$ cat src/rtl/btb_pkg.sv
// Shared BTB definitions: way layout, field positions, widths and the 2-bit
// branch-direction counter encoding.
package btb_pkg;

    localparam int TAG_W  = 27;
    localparam int IDX_W  = 3;
    localparam int WAY_W  = 64;
    localparam int SET_W  = 2 * WAY_W;

    localparam int VALID_BIT = 63;
    localparam int TAG_HI    = 62;
    localparam int TAG_LO    = 36;
    localparam int TGT_HI    = 35;
    localparam int TGT_LO    = 4;
    localparam int ST_HI     = 3;
    localparam int ST_LO     = 2;

    typedef enum logic [1:0] {
        ST_SNT = 2'b00,
        ST_WNT = 2'b01,
        ST_WT  = 2'b10,
        ST_ST  = 2'b11
    } btb_state_t;

    typedef struct packed {
        logic                 valid;
        logic [TAG_W-1:0]     tag;
        logic [31:0]          target;
        btb_state_t           state;
        logic [1:0]           pad;
    } btb_way_t;

    // Pad bits are forced to zero so a way read back always has a canonical form.
    function automatic btb_way_t unpack_way(input logic [WAY_W-1:0] bits);
        btb_way_t w;
        w.valid  = bits[VALID_BIT];
        w.tag    = bits[TAG_HI:TAG_LO];
        w.target = bits[TGT_HI:TGT_LO];
        w.state  = btb_state_t'(bits[ST_HI:ST_LO]);
        w.pad    = 2'b00;
        return w;
    endfunction

endpackage

$ cat src/rtl/btb_way_match.sv
// Combinational tag compare for one BTB way; reports hit, taken direction and
// the stored target.
module btb_way_match
    import btb_pkg::*;
(
    input  btb_way_t          i_way,
    input  logic [TAG_W-1:0]  i_tag,
    output logic              o_hit,
    output logic              o_taken,
    output logic [31:0]       o_target
);

    // Only the direction bit of the counter matters for prediction.
    logic [2:0] w_unused;
    assign w_unused = {i_way.state[0], i_way.pad};

    assign o_hit    = i_way.valid && (i_way.tag == i_tag);
    assign o_taken  = o_hit && i_way.state[1];
    assign o_target = i_way.target;

endmodule

$ cat src/rtl/btb_lookup.sv
// IF-stage BTB read: 8-set x 2-way storage, per-set LRU bits and a registered
// prediction. Optional same-cycle write bypass under `BTB_RDW_BYPASS_EN.
module btb_lookup
    import btb_pkg::*;
#(
    parameter int          NUM_SETS        = 8,
    parameter logic [31:0] RESET_PC_TARGET = 32'h0
) (
    input  logic              clk,
    input  logic              rst,
    input  logic              lookup_valid,
    input  logic [31:0]       lookup_pc,
    input  logic              stall,
    input  logic              flush,
    input  logic              wr_en,
    input  logic [IDX_W-1:0]  wr_index,
    input  logic [SET_W-1:0]  wr_set,
    input  logic              wr_lru,
    output logic              pred_valid,
    output logic              pred_hit,
    output logic              pred_taken,
    output logic [31:0]       pred_target,
    output logic [SET_W-1:0]  pred_set,
    output logic [IDX_W-1:0]  pred_index
);

    logic [SET_W-1:0]     r_array [NUM_SETS];
    logic [NUM_SETS-1:0]  r_lru;

    logic                 r_valid;
    logic                 r_hit;
    logic                 r_taken;
    logic [31:0]          r_target;
    logic [SET_W-1:0]     r_set;
    logic [IDX_W-1:0]     r_index;

    logic [IDX_W-1:0]     w_idx;
    logic [TAG_W-1:0]     w_tag;
    logic [SET_W-1:0]     w_rd_set;
    btb_way_t             w_way1;
    btb_way_t             w_way2;
    logic                 w_hit1;
    logic                 w_hit2;
    logic                 w_taken1;
    logic                 w_taken2;
    logic [31:0]          w_tgt1;
    logic [31:0]          w_tgt2;
    logic                 w_hit;
    logic                 w_taken;
    logic [31:0]          w_pc_plus4;
    logic [31:0]          w_target;
    logic                 w_capture;

    assign w_idx = lookup_pc[4:2];
    assign w_tag = lookup_pc[31:5];

`ifdef BTB_RDW_BYPASS_EN
    assign w_rd_set = (wr_en && (wr_index == w_idx)) ? wr_set : r_array[w_idx];
`else
    assign w_rd_set = r_array[w_idx];
`endif

    assign w_way1 = unpack_way(w_rd_set[2*WAY_W-1:WAY_W]);
    assign w_way2 = unpack_way(w_rd_set[WAY_W-1:0]);

    btb_way_match u_match_way1 (
        .i_way    (w_way1),
        .i_tag    (w_tag),
        .o_hit    (w_hit1),
        .o_taken  (w_taken1),
        .o_target (w_tgt1)
    );

    btb_way_match u_match_way2 (
        .i_way    (w_way2),
        .i_tag    (w_tag),
        .o_hit    (w_hit2),
        .o_taken  (w_taken2),
        .o_target (w_tgt2)
    );

    // A double hit is malformed but tolerated: way1 takes priority everywhere.
    assign w_hit      = w_hit1 || w_hit2;
    assign w_taken    = w_hit1 ? w_taken1 : w_taken2;
    assign w_pc_plus4 = lookup_pc + 32'd4;
    assign w_target   = w_taken ? (w_hit1 ? w_tgt1 : w_tgt2) : w_pc_plus4;
    assign w_capture  = lookup_valid && !stall && !flush;

    // Storage and LRU. The write-back LRU assignment comes last so it wins
    // over a lookup-driven update to the same set.
    always_ff @(posedge clk) begin
        if (rst) begin
            for (int i = 0; i < NUM_SETS; i++) begin
                r_array[i] <= '0;
            end
            r_lru <= '0;
        end else begin
            if (w_capture && w_hit) begin
                r_lru[w_idx] <= !w_hit1;
            end
            if (wr_en) begin
                r_array[wr_index] <= wr_set;
                r_lru[wr_index]   <= wr_lru;
            end
        end
    end

    always_ff @(posedge clk) begin
        if (rst) begin
            r_valid  <= 1'b0;
            r_hit    <= 1'b0;
            r_taken  <= 1'b0;
            r_target <= RESET_PC_TARGET;
            r_set    <= '0;
            r_index  <= '0;
        end else if (flush) begin
            r_valid <= 1'b0;
        end else if (!stall) begin
            if (lookup_valid) begin
                r_valid  <= 1'b1;
                r_hit    <= w_hit;
                r_taken  <= w_taken;
                r_target <= w_target;
                r_set    <= w_rd_set;
                r_index  <= w_idx;
            end else begin
                r_valid <= 1'b0;
            end
        end
    end

    assign pred_valid  = r_valid;
    assign pred_hit    = r_hit;
    assign pred_taken  = r_taken;
    assign pred_target = r_target;
    assign pred_set    = r_set;
    assign pred_index  = r_index;

endmodule

$ cat config.mk
export PLATFORM = sky130hd
export DESIGN_NAME = btb_lookup
export DESIGN_NICKNAME = d
export VERILOG_FILES = /design/src/rtl/btb_pkg.sv /design/src/rtl/btb_way_match.sv /design/src/rtl/btb_lookup.sv
export SDC_FILE = /design/constraint.sdc
export NUM_CORES = 2
export LEC_CHECK = 0
export BUFFER_PORTS_ARGS = -buffer_cell sky130_fd_sc_hd__buf_2
export CELL_PAD_IN_SITES_DETAIL_PLACEMENT = 1
export CELL_PAD_IN_SITES_GLOBAL_PLACEMENT = 2
export CORE_MARGIN = 4
export CORE_UTILIZATION = 46
export CTS_BUF_LIST = sky130_fd_sc_hd__clkbuf_4
export CTS_CLUSTER_DIAMETER = 120
export DETAILED_ROUTE_END_ITERATION = 8
export PLACE_DENSITY = 0.81
export SLEW_MARGIN = 15
export SYNTH_ARGS = -nofsm -noshare
export SYNTH_HDL_FRONTEND = slang
export SYNTH_HIERARCHICAL = 1
export SYNTH_SLANG_ARGS = --single-unit
export TNS_END_PERCENT = 50
$ cat constraint.sdc
create_clock -name clk -period 5.92 [get_ports clk]
set_input_delay 1.776 -clock clk [delete_from_list [all_inputs] [get_ports clk]]
set_output_delay 1.776 -clock clk [all_outputs]
set_load 0.02 [all_outputs]
==> PnR_summary.wiki <==
{| class="wikitable"
! Metric !! Value
|-
| Outcome || complete, no violations
|-
| I/O pin count || 336
|-
| Internal reg-to-reg setup slack || 2.23 ns
|-
| Min cycle time layout || 4.45 ns
|-
| Arrival time at the worst endpoint || 5.56 ns
|-
| Hold violation count in the final report || 0
|-
| Clock latency reported for the late side of the worst-skew pair || 1.25 ns
|-
| Worst R2R Start || r_array[2][115]
|-
| Gr ovfl total || 0
|-
| Worst clock skew || 0.0813 ns
|-
| Post-detailed-route DRC marker count || 0
|-
| Post-Layout Cell Count || 5,889
|-
| H-Tree Depth || 5
|-
| Setup repair after global routing missed its margin || no
|-
| DR vias/cell || 5.63
|-
| Setup Fix Bufs, Post-CTS || 0
|-
| Required time of the critical path || 7.03 ns
|-
| Ratio of cells with drive above 1 in the final layout || 31.6%
|-
| Root buffer cell || clkbuf_4
|-
| Tightest Pin Transition || 0.936 ns
|-
| Number of clock sinks || 1,190
|-
| Number of DRC markers after the initial detailed-route iteration || 3,091
|-
| Combined area of all synthesized cells || 53,200 µm²
|-
| Commonest cells after routing, fill and taps aside || and2_1 (1,024), edfxtp_1 (1,024), clkbuf_4 (506)
|-
| Portion of the clock cycle consumed by the worst path in the final layout || 75.1%
|-
| Endpoint type of the worst setup path || register
|-
| Buffers from clock root to sink, at most || 4
|-
| Nets || 4,279
|-
| Total leakage power || 22.4 nW
|-
| Total negative slack || 0 ns
|-
| Critical path destination || pred_target[25]
|-
| GRT Overall Usage || 27.6%
|-
| Overall die height || 348 µm
|-
| Max-Cap Viols || 0
|-
| Number of antenna violations at the first check in global routing || 54
|-
| Cell area power density || 313 nW/µm²
|-
| Die W || 348 µm
|-
| ANT nets after route || 0
|-
| Layout filler cell count || 11,300
|-
| Nature of the critical path startpoint || input port
|-
| Average routed wire per standard cell || 28.3 µm
|-
| Count of input and output buffers || 334
|-
| Placed Cells incl. Taps || 5,280
|-
| Area growth, synth to finish || 14.4%
|-
| Startpoint of the worst setup timing path || lookup_pc[2]
|-
| Final setup violation count || 0
|-
| Floorplan core area || 115,000 µm²
|-
| Effective utilization at floorplan || 46.4%
|-
| Start-to-end type of the worst setup path || input port to register
|-
| Maximum clock rate || 0.225 GHz
|-
| Total nets after synthesis || 3,811
|-
| Inserted Clock Buffers || 338
|-
| Peak per-stage delay on the critical path || 0.52 ns
|-
| Post-CTS sizing || 0
|-
| Die area || 121,000 µm²
|-
| Worst hold path class || register to register
|-
| Worst ir drop on vdd || 170 µV
|-
| Warnings, synthesis || 6
|-
| Detailed placer's ending HPWL || 97.9 mm
|-
| Routability-driven placement congestion ratio || 0.788
|-
| Gate Count Post-Synth || 3,640
|-
| Depth of the worst register-to-register path || 12
|-
| Ordered list of cells on the worst path || buf_8, buf_4, mux4_2, mux2_2, xor2_1, nor4_1, and3_2, mux2_2, and2_0, buf_4, nand2_1, o21ai_0, a211oi_1
|-
| Via count of the first global-routing pass || 35,400
|-
| TritonCTS clock tree || yes
|-
| Global-route wire length before repair || 242 mm
|-
| # rows || 124
|-
| First-pass iteration count of the detailed router || 6
|-
| Final-report max-slew violation count || 0
|-
| Hold-fix buffer count after cts || 0
|-
| Crit-path max FO || 26
|-
| Total via count in the routed design || 33,200
|-
| Slew margin rel. || 37.6%
|-
| Worst R2R End || pred_target[25]
|-
| CTS clk-pin slew, worst paths || 0.06 ns
|-
| Total wirelength of the detailed-routed design || 166 mm
|-
| Pin count of the biggest net entering global routing || 129
|-
| Cell with the largest stage delay on the worst path || mux4_2
|-
| Average size of a mapped cell || 14.6 µm²
|}
worst max-delay path: cells and delay by family:
kind,cells,cell delay (ns)
AO/OA/AOI/OAI,2,0.33
AND/OR/NAND/NOR,4,1.10
multiplexers,3,1.30
buffers and inverters,3,0.81
XOR/XNOR,1,0.18
cell type report:
class / instances / area [µm²] / area share (%)
flip-flops and latches: 1190 / 34100 / 56.0
multi-input cells: 2131 / 17700 / 29.0
clock buffers: 506 / 3800 / 6.24
repair buffers: 444 / 3020 / 4.96
well taps: 1512 / 1890 / 3.11
clock inverters: 84 / 375 / 0.617
diodes: 19 / 47.5 / 0.0781
inverters: 3 / 11.3 / 0.0185
per-layer routing:
metal | track usage [%] | wire length, µm | up-vias
met5 | 0 | 275 | -
met4 | 7.57 | 3450 | 42
met3 | 8.49 | 15500 | 294
met2 | 43.9 | 78500 | 1346
met1 | 36.9 | 68800 | 17200
li1 | - | - | 14300
where the power goes:
group / internal, mW / leakage (nW) / switching [mW]
clock network: 3.97 / 2.51 / 3.52
registers: 9.60 / 11.2 / 0.156
logic: 0.712 / 8.68 / 1.09
worst min path at each step:
stage / from / end / slack (ns) / depth (start not counted)
6_report: pred_index[2] / pred_index[2] / 0.45 / 2
5_1_grt: pred_target[0] / pred_target[0] / 0.47 / 2
4_1_cts: pred_index[2] / pred_index[2] / 0.46 / 2
3_5_place_dp: pred_index[2] / pred_index[2] / 0.45 / 2
3_3_place_gp: pred_target[0] / pred_target[0] / 0.45 / 2
2_1_floorplan: pred_target[13] / pred_target[13] / 0.53 / 2
stage by stage:
stage	total power [mW]	instance area, µm²	setup slack, ns	hold WS, ns	utilization (%)
2_1_floorplan	11.0	53200	0.701	0.530	-
3_3_place_gp	11.7	56700	0.271	0.445	49.4
3_5_place_dp	11.7	56700	0.220	0.448	49.4
4_1_cts	19.3	60800	1.56	0.458	53.1
5_1_grt	19.9	60800	1.23	0.469	53.1
6_report	19.1	60900	1.47	0.454	53.1
flip-flops by register name (all words and copies together) (netlist names):
| register | cells |
|---|---|
| r_array | 1024 |
| pred_set | 128 |
| pred_target | 32 |
| pred_index | 3 |
| pred_hit | 1 |
| pred_taken | 1 |
| pred_valid | 1 |
Note: power is estimated with default switching activity, not from simulation.
